`src/rtl/prog_loader_pkg.sv`:
```
`default_nettype none
// ============================================================================
// Module  : prog_loader_pkg
// Brief   : Shared FSM state encoding and word geometry for prog_loader.
//           PROG_LOADER_CHECKSUM_EN adds the CHECK state.
// Revision: 1.0
// ============================================================================
package prog_loader_pkg;

    localparam int BYTES_PER_WORD = 4;
    localparam int BYTE_CNT_W     = $clog2(BYTES_PER_WORD);
    localparam int SHIFT_W        = 8 * (BYTES_PER_WORD - 1);
    localparam int WORD_W         = 8 * BYTES_PER_WORD;

    typedef enum logic [2:0] {
        ST_IDLE  = 3'd0,
        ST_RECV  = 3'd1,
        ST_WRITE = 3'd2,
`ifdef PROG_LOADER_CHECKSUM_EN
        ST_CHECK = 3'd3,
`endif
        ST_DONE  = 3'd4
    } state_t;

    // Word index to byte address, matching PC-style indexing.
    function automatic logic [31:0] word_byte_addr(input logic [31:0] word_idx);
        return word_idx << 2;
    endfunction

endpackage
`default_nettype wire

```
`src/rtl/prog_loader_byte_assembler.sv`:
```
`default_nettype none
// ============================================================================
// Module  : prog_loader_byte_assembler
// Brief   : Big-endian byte-to-word shift register with byte counter.
// Revision: 1.0
// ============================================================================
module prog_loader_byte_assembler
    import prog_loader_pkg::*;
(
    input  logic              clock,
    input  logic              reset,
    input  logic              clear,
    input  logic              shift_en,
    input  logic [7:0]        byte_in,
    output logic [WORD_W-1:0] word_next,
    output logic              word_ready
);
    localparam logic [BYTE_CNT_W-1:0] C_LAST_BYTE = BYTE_CNT_W'(BYTES_PER_WORD - 1);
    localparam logic [BYTE_CNT_W-1:0] C_CNT_ONE   = BYTE_CNT_W'(1);

    logic [SHIFT_W-1:0]    shift_q, shift_d;
    logic [BYTE_CNT_W-1:0] cnt_q, cnt_d;

    // word_next is the full word including the byte being accepted this cycle.
    assign word_ready = shift_en && (cnt_q == C_LAST_BYTE);
    assign word_next  = {shift_q, byte_in};

    always_comb begin
        shift_d = shift_q;
        cnt_d   = cnt_q;
        if (clear) begin
            shift_d = '0;
            cnt_d   = '0;
        end else if (shift_en) begin
            shift_d = {shift_q[SHIFT_W-9:0], byte_in};
            cnt_d   = word_ready ? '0 : cnt_q + C_CNT_ONE;
        end
    end

    always_ff @(posedge clock or negedge reset) begin
        if (!reset) begin
            shift_q <= '0;
            cnt_q   <= '0;
        end else begin
            shift_q <= shift_d;
            cnt_q   <= cnt_d;
        end
    end

endmodule
`default_nettype wire

```
`src/rtl/prog_loader.sv`:
```
`default_nettype none
// ============================================================================
// Module  : prog_loader
// Brief   : Streams bytes into instruction memory and holds the CPU in reset
//           until a load completes. PROG_LOADER_CHECKSUM_EN adds err + CHECK.
// Revision: 1.0
// ============================================================================
module prog_loader
    import prog_loader_pkg::*;
#(
    parameter int ADDR_WIDTH = 8
) (
    input  logic                clock,
    input  logic                reset,
    input  logic                start,
    input  logic [ADDR_WIDTH:0] num_words,
    input  logic [7:0]          rx_data,
    input  logic                rx_valid,
    output logic                rx_ready,
    output logic                imem_we,
    output logic [31:0]         imem_addr,
    output logic [31:0]         imem_wdata,
    output logic                cpu_reset,
    output logic                busy,
    output logic                done
`ifdef PROG_LOADER_CHECKSUM_EN
    ,
    output logic                err
`endif
);
    localparam int               CNT_W       = ADDR_WIDTH + 1;
    localparam logic [CNT_W-1:0] C_MAX_WORDS = {1'b1, {ADDR_WIDTH{1'b0}}};
    localparam logic [CNT_W-1:0] C_CNT_ONE   = CNT_W'(1);

    state_t             state_q, state_d;
    logic [CNT_W-1:0]   num_q, num_d;
    logic [CNT_W-1:0]   word_cnt_q, word_cnt_d;
    logic               rx_ready_q, rx_ready_d;
    logic               imem_we_q, imem_we_d;
    logic [31:0]        imem_addr_q, imem_addr_d;
    logic [31:0]        imem_wdata_q, imem_wdata_d;
    logic               cpu_reset_q, cpu_reset_d;
    logic               busy_q, busy_d;
    logic               done_q, done_d;
`ifdef PROG_LOADER_CHECKSUM_EN
    logic [7:0]         sum_q, sum_d;
    logic [7:0]         w_sum_next;
    logic               err_q, err_d;
`endif

    logic               w_xfer;
    logic               w_start_ok;
    logic               w_word_ready;
    logic [WORD_W-1:0]  w_word;
    logic [CNT_W-1:0]   w_num_clip;
    logic [CNT_W-1:0]   w_cnt_inc;

    assign w_xfer     = rx_valid && rx_ready_q;
    assign w_start_ok = start && ((state_q == ST_IDLE) || (state_q == ST_DONE));
    assign w_num_clip = (num_words > C_MAX_WORDS) ? C_MAX_WORDS : num_words;
    assign w_cnt_inc  = word_cnt_q + C_CNT_ONE;
`ifdef PROG_LOADER_CHECKSUM_EN
    assign w_sum_next = sum_q + rx_data;
`endif

    prog_loader_byte_assembler u_asm (
        .clock      (clock),
        .reset      (reset),
        .clear      (w_start_ok),
        .shift_en   (w_xfer && (state_q == ST_RECV)),
        .byte_in    (rx_data),
        .word_next  (w_word),
        .word_ready (w_word_ready)
    );

    always_comb begin
        state_d    = state_q;
        num_d      = num_q;
        word_cnt_d = word_cnt_q;
`ifdef PROG_LOADER_CHECKSUM_EN
        sum_d      = sum_q;
        err_d      = err_q;
`endif
        case (state_q)
            ST_IDLE, ST_DONE: begin
                if (w_start_ok) begin
                    num_d      = w_num_clip;
                    word_cnt_d = '0;
                    state_d    = (w_num_clip == '0) ? ST_DONE : ST_RECV;
`ifdef PROG_LOADER_CHECKSUM_EN
                    sum_d      = 8'h00;
                    err_d      = 1'b0;
`endif
                end
            end
            ST_RECV: begin
`ifdef PROG_LOADER_CHECKSUM_EN
                if (w_xfer) sum_d = w_sum_next;
`endif
                if (w_word_ready) state_d = ST_WRITE;
            end
            ST_WRITE: begin
                word_cnt_d = w_cnt_inc;
                if (w_cnt_inc == num_q) begin
`ifdef PROG_LOADER_CHECKSUM_EN
                    state_d = ST_CHECK;
`else
                    state_d = ST_DONE;
`endif
                end else begin
                    state_d = ST_RECV;
                end
            end
`ifdef PROG_LOADER_CHECKSUM_EN
            ST_CHECK: begin
                if (w_xfer) begin
                    if (w_sum_next == 8'h00) begin
                        state_d = ST_DONE;
                    end else begin
                        state_d = ST_IDLE;
                        err_d   = 1'b1;
                    end
                end
            end
`endif
            default: state_d = ST_IDLE;
        endcase

        // Outputs are registered from the next state so they line up with it.
        rx_ready_d   = (state_d == ST_RECV)
`ifdef PROG_LOADER_CHECKSUM_EN
                       || (state_d == ST_CHECK)
`endif
                       ;
        imem_we_d    = (state_d == ST_WRITE);
        imem_addr_d  = imem_we_d ? word_byte_addr(32'(word_cnt_d[ADDR_WIDTH-1:0])) : imem_addr_q;
        imem_wdata_d = imem_we_d ? w_word : imem_wdata_q;
        busy_d       = (state_d != ST_IDLE) && (state_d != ST_DONE);
        done_d       = (state_d == ST_DONE);
        cpu_reset_d  = (state_d != ST_DONE);
    end

    always_ff @(posedge clock or negedge reset) begin
        if (!reset) begin
            state_q      <= ST_IDLE;
            num_q        <= '0;
            word_cnt_q   <= '0;
            rx_ready_q   <= 1'b0;
            imem_we_q    <= 1'b0;
            imem_addr_q  <= '0;
            imem_wdata_q <= '0;
            cpu_reset_q  <= 1'b1;
            busy_q       <= 1'b0;
            done_q       <= 1'b0;
`ifdef PROG_LOADER_CHECKSUM_EN
            sum_q        <= 8'h00;
            err_q        <= 1'b0;
`endif
        end else begin
            state_q      <= state_d;
            num_q        <= num_d;
            word_cnt_q   <= word_cnt_d;
            rx_ready_q   <= rx_ready_d;
            imem_we_q    <= imem_we_d;
            imem_addr_q  <= imem_addr_d;
            imem_wdata_q <= imem_wdata_d;
            cpu_reset_q  <= cpu_reset_d;
            busy_q       <= busy_d;
            done_q       <= done_d;
`ifdef PROG_LOADER_CHECKSUM_EN
            sum_q        <= sum_d;
            err_q        <= err_d;
`endif
        end
    end

    assign rx_ready   = rx_ready_q;
    assign imem_we    = imem_we_q;
    assign imem_addr  = imem_addr_q;
    assign imem_wdata = imem_wdata_q;
    assign cpu_reset  = cpu_reset_q;
    assign busy       = busy_q;
    assign done       = done_q;
`ifdef PROG_LOADER_CHECKSUM_EN
    assign err        = err_q;
`endif

endmodule
`default_nettype wire

```
`config.mk`:
```
export PLATFORM = sky130hd
export DESIGN_NAME = prog_loader
export DESIGN_NICKNAME = d
export VERILOG_FILES = /design/src/rtl/prog_loader_pkg.sv /design/src/rtl/prog_loader_byte_assembler.sv /design/src/rtl/prog_loader.sv
export SDC_FILE = /design/constraint.sdc
export NUM_CORES = 1
export LEC_CHECK = 0
export CAP_MARGIN = 15
export CORE_AREA = 2 2 106 108
export CTS_BUF_LIST = sky130_fd_sc_hd__clkbuf_8
export CTS_CLUSTER_SIZE = 20
export DETAILED_ROUTE_END_ITERATION = 12
export DIE_AREA = 0 0 108 110
export PLACE_DENSITY = 0.65
export SYNTH_ARGS = -nofsm -noshare
export SYNTH_HDL_FRONTEND = slang
export SYNTH_SLANG_ARGS = --single-unit
```
`constraint.sdc`:
```
create_clock -name clock -period 5.5 [get_ports clock]
set_input_delay 1.1 -clock clock [delete_from_list [all_inputs] [get_ports clock]]
set_output_delay 1.1 -clock clock [all_outputs]
set_load 0.01 [all_outputs]
```
-- Yosys cells after proc, flatten, opt, wreduce, memory -nomap -nowiden
Index checks and enable logic that the tools add are counted.
- flip-flop bits (word level): 92
- bits of input ports: 21
- output and inout port bits: 69
- word-level logic and storage cells: 53
- add/sub/neg operators: 2
- order comparisons: 1
- equality and inequality tests: 10
- multiplexer cells: 13
- reductions and logical operators: 14
- operators by type and width (cell ; count):
    $mux W24 ; 2
    $mux W9 ; 2
    $pmux W9 S2 ; 1
    $mux W3 ; 4
    $add A9 B1 Y9 const B ; 1
    $eq A9 B9 Y1 ; 1
    $gt A9 B9 Y1 const B ; 1
    $logic_not A9 Y1 ; 1
    $pmux W3 S3 ; 1
    $eq A3 B1 Y1 const B ; 2
    $eq A3 B2 Y1 const B ; 2
    $eq A3 B3 Y1 const B ; 2
    $mux W2 ; 3
    $logic_and A1 B1 Y1 ; 5
    $reduce_and A2 Y1 ; 2
    $reduce_bool A2 Y1 ; 2
    $logic_not A3 Y1 ; 1
    $ne A3 B3 Y1 const B ; 1
    $reduce_bool A3 Y1 ; 1
    $add A2 B1 Y2 const B ; 1
    $eq A2 B2 Y1 const B ; 1
    $ne A2 B1 Y1 const B ; 1
    $reduce_or A2 Y1 ; 1
    $logic_or A1 B1 Y1 ; 1

-- Depth between registers and ports, before layout
Gate-level depths: netlist of the first run.
- depth after elaboration: 8
- depth in mapped cells: 7
- depth with buffers taken out: 6

-- Modules after synthesis
Synthesis of the first run repeated with hierarchy kept, for this count alone.
- cells, all modules: 361
- area, all modules: 4314.1 sq um
- modules (own cells, without submodules) (module ; instances ; cells each ; area an instance (sq um) ; sequential area each (sq um)):
    prog_loader ; 1 ; 267 ; 3160.5 ; 1652.8
    prog_loader_byte_assembler ; 1 ; 94 ; 1153.6 ; 650.6

-- Least setup slack after synthesis of the first run
OpenSTA, ideal clock, no wires.
- kind: input to register
- start point: input port num_words[8]
- end point: register busy_q, in the netlist busy
- setup time: 0.140 ns
- arrival: 2.347 ns
- required time: 5.360 ns
- slack: 3.012 ns
- stages on the path: 6
- path buffers: 1
- path through: clkbuf_1 or4_1 o31ai_2 nand2_1 a2111oi_2 a21oi_1
- word-level cells in the longest chain between the ends: 8
- elaborated cells between the ends (all ways): 9
- classes of those cells: order compare: 1; eq/ne: 1; mux: 4; reduce/logical: 3
- ends and longest elaborated chain (item ; RTL line ; text):
    start, declared ; prog_loader.sv:16 ; input logic [ADDR_WIDTH:0] num_words,
    $gt A9 B9 Y1 ; prog_loader.sv:60 ; assign w_num_clip = (num_words > C_MAX_WORDS) ? C_MAX_WORDS : num_words;
    $mux W9 * ; prog_loader.sv:60 ;
    $logic_not A9 Y1 * ; prog_loader.sv:89 ; state_d = (w_num_clip == '0) ? ST_DONE : ST_RECV;
    $mux W3 * ; prog_loader.sv:89 ;
    $mux W3 * ; prog_loader.sv:86 ; if (w_start_ok) begin
    $pmux W3 S3 * ; prog_loader.sv:84 ; case (state_q)
    $ne A3 B3 Y1 / $reduce_bool A3 Y1 (equally long branches) ; prog_loader.sv:138 ; busy_d = (state_d != ST_IDLE) && (state_d != ST_DONE);
    $logic_and A1 B1 Y1 * ; prog_loader.sv:138 ;
    named net busy_d ; prog_loader.sv:43 ; logic busy_q, busy_d;
    end signal, assigned ; prog_loader.sv:168 ; busy_q <= busy_d;
    end, declared ; prog_loader.sv:43 ;
The timed path passes the listed nets; every way through them passes the cells marked *.
A chain may end at the register's enable or synchronous reset.

-- Worst setup path after layout of the first run
- start point: input port rx_valid
- end point: register imem_addr_q[3], in the netlist imem_addr[3]
- word-level cells in the longest chain between the ends: 6
- ends and longest elaborated chain (item ; RTL line ; text):
    start, declared ; prog_loader.sv:18 ; input logic rx_valid,
    $logic_and A1 B1 Y1 ; prog_loader.sv:58 ; assign w_xfer = rx_valid && rx_ready_q;
    $logic_and A1 B1 Y1 ; prog_loader.sv:70 ; .shift_en (w_xfer && (state_q == ST_RECV)),
    $logic_and A1 B1 Y1 ; prog_loader_byte_assembler.sv:25 ; assign word_ready = shift_en && (cnt_q == C_LAST_BYTE);
    $mux W3 ; prog_loader.sv:100 ; if (w_word_ready) state_d = ST_WRITE;
    $pmux W3 S3 ; prog_loader.sv:84 ;
    named net state_d[1] ; prog_loader.sv:35 ; state_t state_q, state_d;
    $eq A3 B2 Y1 ; prog_loader.sv:135 ; imem_we_d = (state_d == ST_WRITE);
    end signal, assigned ; prog_loader.sv:165 ; imem_addr_q <= imem_addr_d;
    end, declared ; prog_loader.sv:40 ; logic [31:0] imem_addr_q, imem_addr_d;
The timed path passes the listed nets, and every way through them passes these cells.

==> results of run 1 <==
[placed cells by master, fill, tap and decap left out, types with 2 or more instances in the layout]
master,netlist,routed
o21ai_1,7,7
ha_1,2,2
xor2_1,5,5
clkbuf_8,0,9
nand4_1,4,4
inv_1,4,4
nor4_1,2,2
a31oi_1,6,6
mux2_1,3,3
conb_1,1,24
o22ai_1,2,2
clkinv_8,0,2
nand2b_1,9,9
nor3_1,3,3
nand3_1,5,5
dfrtp_1,91,91
a31o_1,3,3
xnor2_1,6,6
o31ai_1,2,2
buf_4,29,4
inv_8,0,2
clkdlybuf4s50_1,0,64
nand2_1,72,72
o21ai_0,38,38
or3_1,2,2
mux2_2,8,8
a21oi_1,6,6
nor2_1,9,9
mux2_4,29,29
[worst max-delay path, delay by kind of cell]
kind / cells / cell delay, ns
multiplexers: 1 / 0.37
AND/OR/NAND/NOR: 3 / 0.64
buffers and inverters: 3 / 1.21
[final cells by class]
cell class                 instances  area [um^2]  share of cell area [%]
sequential                        92         2300                    44.7
multi-input combinational        270         1780                    34.6
timing repair buffer              68          671                    13.0
tap                              140          175                    3.40
clock buffer                       9          124                    2.40
clock inverter                     7         80.1                    1.55
inverter                           5         18.8                   0.364
[power by group through the flow]
| stage | clock [uW] | combinational (uW) | sequential (uW) |
|---|---|---|---|
| after floorplan | 0 | 496 | 1130 |
| after global placement | 0 | 897 | 1120 |
| after detailed placement | 0 | 916 | 1120 |
| after CTS | 466 | 920 | 1110 |
| after global routing | 498 | 1000 | 1150 |
| final | 453 | 908 | 1110 |
[registers in the layout, indices dropped and copies added (netlist names)]
name,cells
imem_addr,8
imem_wdata,32
u_asm.cnt_q,2
cpu_reset,1
rx_ready,1
done,1
word_cnt_q,9
u_asm.shift_q,24
busy,1
num_q,9
state_q,3
imem_we,1
[routing by layer]
metal	GRT usage, %	share of wire (%)	up-vias
met4	4.49	0.96	0
met3	4.29	5.2	10
li1	-	-	1391
met5	0	0	-
met1	21.8	50	1345
met2	22.0	44	75
[metrics by stage]
| step | hold slack, ns | utilization [%] | worst slack [ns] |
|---|---|---|---|
| 4_1_cts | 0.506 | 48.2 | 2.39 |
| 3_3_place_gp | 0.482 | 46.3 | 2.04 |
| 5_1_grt | 0.533 | 48.2 | 2.25 |
| 3_5_place_dp | 0.487 | 46.3 | 1.99 |
| 6_report | 0.503 | 48.2 | 2.40 |
| 2_1_floorplan | 0.458 | - | 3.01 |
[worst paths after layout]
| check | start | endpoint | slack, ns | cells after the start |
|---|---|---|---|---|
| max | rx_valid | imem_addr[3] | 2.40 | 7 |
| min | u_asm.shift_q[23] | imem_wdata[31] | 0.50 | 1 |
| max reg2reg | state_q[0] | imem_addr[3] | 2.81 | 6 |
| min reg2reg | u_asm.shift_q[23] | imem_wdata[31] | 0.50 | 1 |
| max in group asynchronous | reset | imem_wdata[0] | 3.72 | 2 |
| min in group asynchronous | reset | u_asm.shift_q[15] | 0.64 | 1 |
[cell families after synthesis]
family          share of synthesized area [%]
flops                                    53.3
buf+inv                                  7.39
simple gates                             13.8
other cells                            0.0868
xor+xnor                                 2.23
mux                                      13.2
fa+ha+maj                               0.579
compound gates                           9.39
==> metrics, run 1 <==
status=finished clean; post-cts hold buffer count=0; Final Wtd Congestion=0.812; Peak VDD IR=0.000258 V; pin count of the biggest net entering global routing=64; Critical Path AT=3.35 ns; Worst path slowest cell=clkdlybuf4s50_1; Finish-stage setup viols=0; Via Count=2,821; Max Clk Rate=323 MHz; Sink Count=92; layout cells sized above 1=15.1%; WL final=8560 um; sequential power share=44.9%; crit-path cells=clkdlybuf4s50_1 -> nand2_1 -> nor2_4 -> buf_4 -> nand2_4 -> inv_2 -> mux2_2; type of the worst min-delay path=reg2reg; CTS Root Buffer Type=clkbuf_8; sequential area share after synthesis=53.3%; cell count after synthesis=389; Die ar.=11,900 um^2; antenna violations before repair=0; count of cell types in the netlist=52; Post-synth ARST share=100%; Synth area leaders=dfrtp_1 53%, mux2_4 10%, nand2_1 6.3%; clock share of power=18.4%; most frequent cell after synthesis=dfrtp_1; Slew headroom=46.6%; CP max stage delay=0.49 ns; Ys Warns=0; Die Span X=108 um; top cell type's share of synthesized area=52.7%; Ports=90; DR iter-0 viols=126; Max clock buf depth=2; worst path required time=5.75 ns; vias in the first global route=2,748; first-pass GRT wire length=14,000 um; Tot GR Track Use=15.1%; Num CTS Buffers=9; Cell Area, Synth=4320 um^2; switching portion of total power=34.3%; Die Height=110 um; TritonCTS clock tree=done; Worst-path clk slew=0.10 ns; CTS H-Tree Depth=3; row count=38; Starting Density=40.4%; Hold Violations, Final=0; Placed Area=4950 um^2; Setup Buffers After CTS=0; Critical Path Fanout Max=53; total negative slack=0 ns; IO Port Bufs=65; post-CTS resize count=0; period utilization=56.3%; minimum clock period=3.10 ns; dpl cells=575; Post-synth EDFFs=0; Leakage Power=0.00241 uW; fill count=1,016; NetSw=847 uW; crit end category=flip-flop; combinational power share=36.8%; number of diodes=0; Final HPWL DP=5760 um; Power Total=2470 uW; Syn Area/Cell=11.1 um^2; Post-Layout Inst Area=5150 um^2; RSZ-0062 raised after global routing=false; Most used DFF post-synth=dfrtp_1; fin nets=469; post-route ant nets=0; P&R area growth vs syn=19.4%; Max Slew Vio Count=0; cell taking the most area after synthesis=dfrtp_1; CP Class=in2reg; top cell types by occurrence after synthesis=91 x dfrtp_1, 72 x nand2_1, 38 x o21ai_0; worst clock skew=0.0227 ns; Core ar.=10,700 um^2; GR Overflow Total=0; DR DRC count=0; max cap viols=0; Worst setup SP type=input port; P per Cell Area=479 nW/um^2; Routed wire per std cell=14.5 um; final std cells w/o fill=591; DR pass1 iterations=4; Worst-Skew Late Latency=0.37 ns; Seq cells post-synth=92; worst slew pin tran=0.801 ns; Pint=1620 uW; Avg Vias per Cell=4.77
No activity file was read; power rests on OpenSTA's default activity.
==> run 2: changes to the inputs <==
- clock period: 5.5 -> 3.1 ns (I/O delays scaled with it)
==> metrics, run 2 (synthesized netlist as in run 1, its figures left out) <==
Critical Path Fanout Max=3; crit end category=flip-flop; Peak VDD IR=0.000438 V; Critical Path AT=2.46 ns; layout cells sized above 1=15.2%; Final HPWL DP=5610 um; Ports=90; vias in the first global route=2,697; status=finished clean; Sink Count=92; first-pass GRT wire length=14,000 um; CP max stage delay=0.57 ns; Max clock buf depth=2; Worst setup SP type=input port; Die Span X=108 um; Die Height=110 um; antenna violations before repair=0; Avg Vias per Cell=4.84; crit-path cells=clkdlybuf4s50_1 -> or4_1 -> o31ai_2 -> nand2_1 -> a2111oi_2 -> a21oi_1; Hold Violations, Final=0; Die ar.=11,900 um^2; DR iter-0 viols=212; Worst path slowest cell=or4_1; final std cells w/o fill=593; Via Count=2,869; type of the worst min-delay path=reg2reg; Fin Hold WS=0.501 ns; number of diodes=0; Worst path depth=6; post-CTS resize count=0; Final Wtd Congestion=0.853; total negative slack=0 ns; RSZ-0062 raised after global routing=false; Slew headroom=59.1%; family with the most delay on the worst path=simple AND/OR/NAND/NOR gates; CTS H-Tree Depth=3; pin count of the biggest net entering global routing=91; Worst Path Buf+Inv=1; max reg flops=32; Max Slew Vio Count=0; TritonCTS clock tree=done; worst clock skew=0.0135 ns; Core ar.=10,700 um^2; commonest cells after routing, fill and taps aside=91 x dfrtp_1, 72 x nand2_1, 64 x clkdlybuf4s50_1, 38 x o21ai_0, 29 x mux2_4; worst reg-to-reg path cell count=6; row count=38; period utilization=71.5%; worst slew pin tran=0.614 ns; Worst-path clk slew=0.09 ns; DR DRC count=0; worst hold path depth=1; dpl cells=576; WL final=8630 um; worst path required time=3.34 ns; Tot GR Track Use=15.6%; CP Class=in2reg; max cap viols=0; Starting Density=40.4%; DR pass1 iterations=5; P per Cell Area=857 nW/um^2; IO Port Bufs=65; post-route ant nets=0; commonest non-fill, non-tap cell in the layout=dfrtp_1; P&R area growth vs syn=20.4%; Power Total=4450 uW; GR Overflow Total=0; Max Clk Rate=451 MHz; CTS Root Buffer Type=clkbuf_8; Leakage Power=0.00243 uW; Routed wire per std cell=14.6 um; fin nets=471; Finish-stage setup viols=0; Worst-Skew Late Latency=0.37 ns; minimum clock period=2.22 ns; Num CTS Buffers=9
-- run 2: per-stage QoR --
step / utilization (%) / worst slack (ns) / cell area, um^2
6_report: 48.6 / 0.882 / 5200
5_1_grt: 48.6 / 0.785 / 5200
4_1_cts: 48.5 / 0.888 / 5190
3_5_place_dp: 46.5 / 0.485 / 4970
3_3_place_gp: 46.5 / 0.551 / 4970
2_1_floorplan: - / 1.09 / 4410
-- run 2: worst register-to-register path, stage by stage, from the launching register on --
cell and delay [ns]:
dfrtp_1 0.50, ha_1 0.36, and2_1 0.24, nand4_1 0.18, xnor2_1 0.35, nor3_1 0.13
a31o_1 0.24
-- run 2: metal layers --
| layer | up-vias | wire, um | GRT usage [%] |
|---|---|---|---|
| met3 | 10 | 511 | 4.59 |
| met4 | 0 | 110 | 6.59 |
| met1 | 1383 | 4160 | 22.1 |
| li1 | 1398 | - | - |
| met5 | - | 0 | 0 |
| met2 | 78 | 3850 | 22.3 |
-- run 2: path summary, 6_finish.rpt --
path | from | slack, ns | endpoint
max in group asynchronous | reset | 1.85 | cpu_reset
worst max register to register | word_cnt_q[0] | 0.99 | done
worst min register to register | imem_wdata[0] | 0.50 | imem_wdata[0]
worst max-delay path | num_words[5] | 0.88 | busy
worst min-delay path | imem_wdata[0] | 0.50 | imem_wdata[0]
min in group asynchronous | reset | 0.59 | imem_we
-- run 2: area by class of cell --
class	instances	area (um^2)
Clock inverter	6	80.1
Multi-Input combinational cell	270	1780
Inverter	5	18.8
Timing Repair Buffer	70	701
Fill cell	959	5500
Sequential cell	92	2300
Clock buffer	10	138
Tap cell	140	175
-- run 2: what timing repair did --
action,in CTS,in global routing
endpoints found under the hold margin,0,2
setup endpoints to repair,0,0
setup buffers,0,0
hold buffers,0,1
-- run 2: power breakdown --
| part | internal (uW) | leakage, uW | total [uW] | switching [uW] |
|---|---|---|---|---|
| Clock | 410 | 0.000107 | 865 | 455 |
| Combinational | 924 | 0.00111 | 1630 | 708 |
| Sequential | 1640 | 0.00121 | 1960 | 316 |
==> run 3: changes to the inputs <==
- PLACE_DENSITY: 0.65 -> 0.68
- clock period: 3.1 -> 2 ns (I/O delays scaled with it)
==> metrics, run 3 (synthesized netlist as in run 1, its figures left out) <==
Worst Slack Setup Final=0.0750 ns; GR Overflow Total=0; first-pass GRT wire length=14,600 um; combinational power share=36.7%; Tot GR Track Use=15.9%; TritonCTS clock tree=done; FF-to-FF End=done; Peak VDD IR=0.000671 V; DR iter-0 viols=136; pin count of the biggest net entering global routing=53; DR pass1 iterations=4; Worst setup SP type=input port; Die Height=110 um; Die ar.=11,900 um^2; Final Wtd Congestion=0.834; Routed wire per std cell=14.7 um; commonest non-fill, non-tap cell in the layout=dfrtp_1; Core ar.=10,700 um^2; total negative slack=0 ns; Ports=90; commonest cells after routing, fill and taps aside=89 x dfrtp_1, 71 x nand2_1, 64 x clkdlybuf4s50_1, 38 x o21ai_0, 29 x mux2_4; Die Span X=108 um; period utilization=96.3%; Hold Violations, Final=0; max cap viols=0; Critical Path Fanout Max=3; WL final=8870 um; max reg flops=32; IO Port Bufs=65; DP Worst Slack=-0.417 ns; crit path capture=busy; NetSw=2300 uW; row count=38; Worst-path clk slew=0.09 ns; sequential power share=42.5%; CTS H-Tree Depth=3; fin util=50.3%; worst reg-to-reg path cell count=6; crit end category=flip-flop; Placed Area=5090 um^2; layout cells sized above 1=18.7%; Crit. Startpoint=num_words[6]; Num CTS Buffers=9; Critical Path AT=2.16 ns; Avg Vias per Cell=4.79; Worst-Skew Late Latency=0.36 ns; Finish-stage setup viols=0; status=finished clean; Pint=4870 uW; Setup Buffers After CTS=0; number of diodes=0; P per Cell Area=1330 nW/um^2; worst path required time=2.23 ns; post-route ant nets=0; Final HPWL DP=6010 um; antenna violations before repair=0; switching portion of total power=32.0%; Via Count=2,900; r2r setup slk=0.15 ns; type of the worst min-delay path=in2async; Max Clk Rate=519 MHz; DR DRC count=0; Max clock buf depth=2; Leakage Power=0.00252 uW; minimum clock period=1.93 ns; Fin Hold WS=0.448 ns; worst slew pin tran=0.678 ns; CP Class=in2reg; fin nets=484; P&R area growth vs syn=24.6%; vias in the first global route=2,895; Sink Count=92; CTS Root Buffer Type=clkbuf_8; worst clock skew=0.0125 ns; r2r startpoint=word_cnt_q[0]; Max Slew Vio Count=0; clock share of power=20.8%; Starting Density=40.4%; Post-Layout Inst Area=5380 um^2; Slew headroom=54.6%
## run 3: cell types whose count changed in the layout (fill, tap and decap cells not counted), sizes merged
cell / change
buf: +13
clkbuf: -1
clkinvlp: -1
clkinv: -1
bufinv: +2
## run 3: worst max-delay path, stage by stage
cell and delay [ns]:
clkdlybuf4s50_1 0.46, or4_4 0.57, o31ai_4 0.31, nand2_2 0.09, a2111oi_2 0.22, a21oi_1 0.11
## run 3: power groups by stage
stage	clock network [uW]	logic, uW	registers, uW
5_1_grt	1620	2890	3140
3_3_place_gp	0	2570	3050
3_5_place_dp	0	2620	3070
4_1_cts	1540	2640	3050
6_report	1490	2630	3050
2_1_floorplan	0	1360	3120
## run 3: metal layers
metal | vias to the layer above | track usage [%] | wire length [um]
li1 | 1416 | - | -
met1 | 1408 | 21.7 | 4070
met2 | 66 | 23.9 | 4200
met3 | 10 | 5.23 | 453
met4 | 0 | 5.22 | 144
met5 | - | 0 | 0
## run 3: repair_timing
| action | 4_1_cts | 5_1_grt |
|---|---|---|
| pin swaps | 0 | 2 |
| resized for setup | 1 | 8 |
| endpoints found under the hold margin | 15 | 0 |
| hold buffers | 1 | 0 |
| setup endpoints to repair | 1 | 6 |
## run 3: through the flow
stage,total power [uW],std cells
final,7170,605
after global placement,5620,589
after detailed placement,5690,589
after floorplan,4480,412
after global routing,7650,605
after CTS,7240,605
## run 3: layout make-up
cell class	count	area [um^2]
Clock buffer	9	124
Clock inverter	6	111
Fill cell	952	5320
Inverter	5	18.8
Multi-Input combinational cell	270	1820
Sequential cell	92	2310
Tap cell	140	175
Timing Repair Buffer	83	823
## run 3: worst min-delay path by stage
| stage | startpoint | to | slack (ns) | cells after the start |
|---|---|---|---|---|
| floorplan | reset | busy | 0.10 | 0 |
| global placement | reset | imem_wdata[30] | 0.29 | 1 |
| detailed placement | reset | imem_wdata[30] | 0.29 | 1 |
| CTS | reset | imem_wdata[30] | 0.45 | 2 |
| global route | reset | imem_wdata[30] | 0.46 | 2 |
| finish | reset | imem_wdata[30] | 0.45 | 2 |
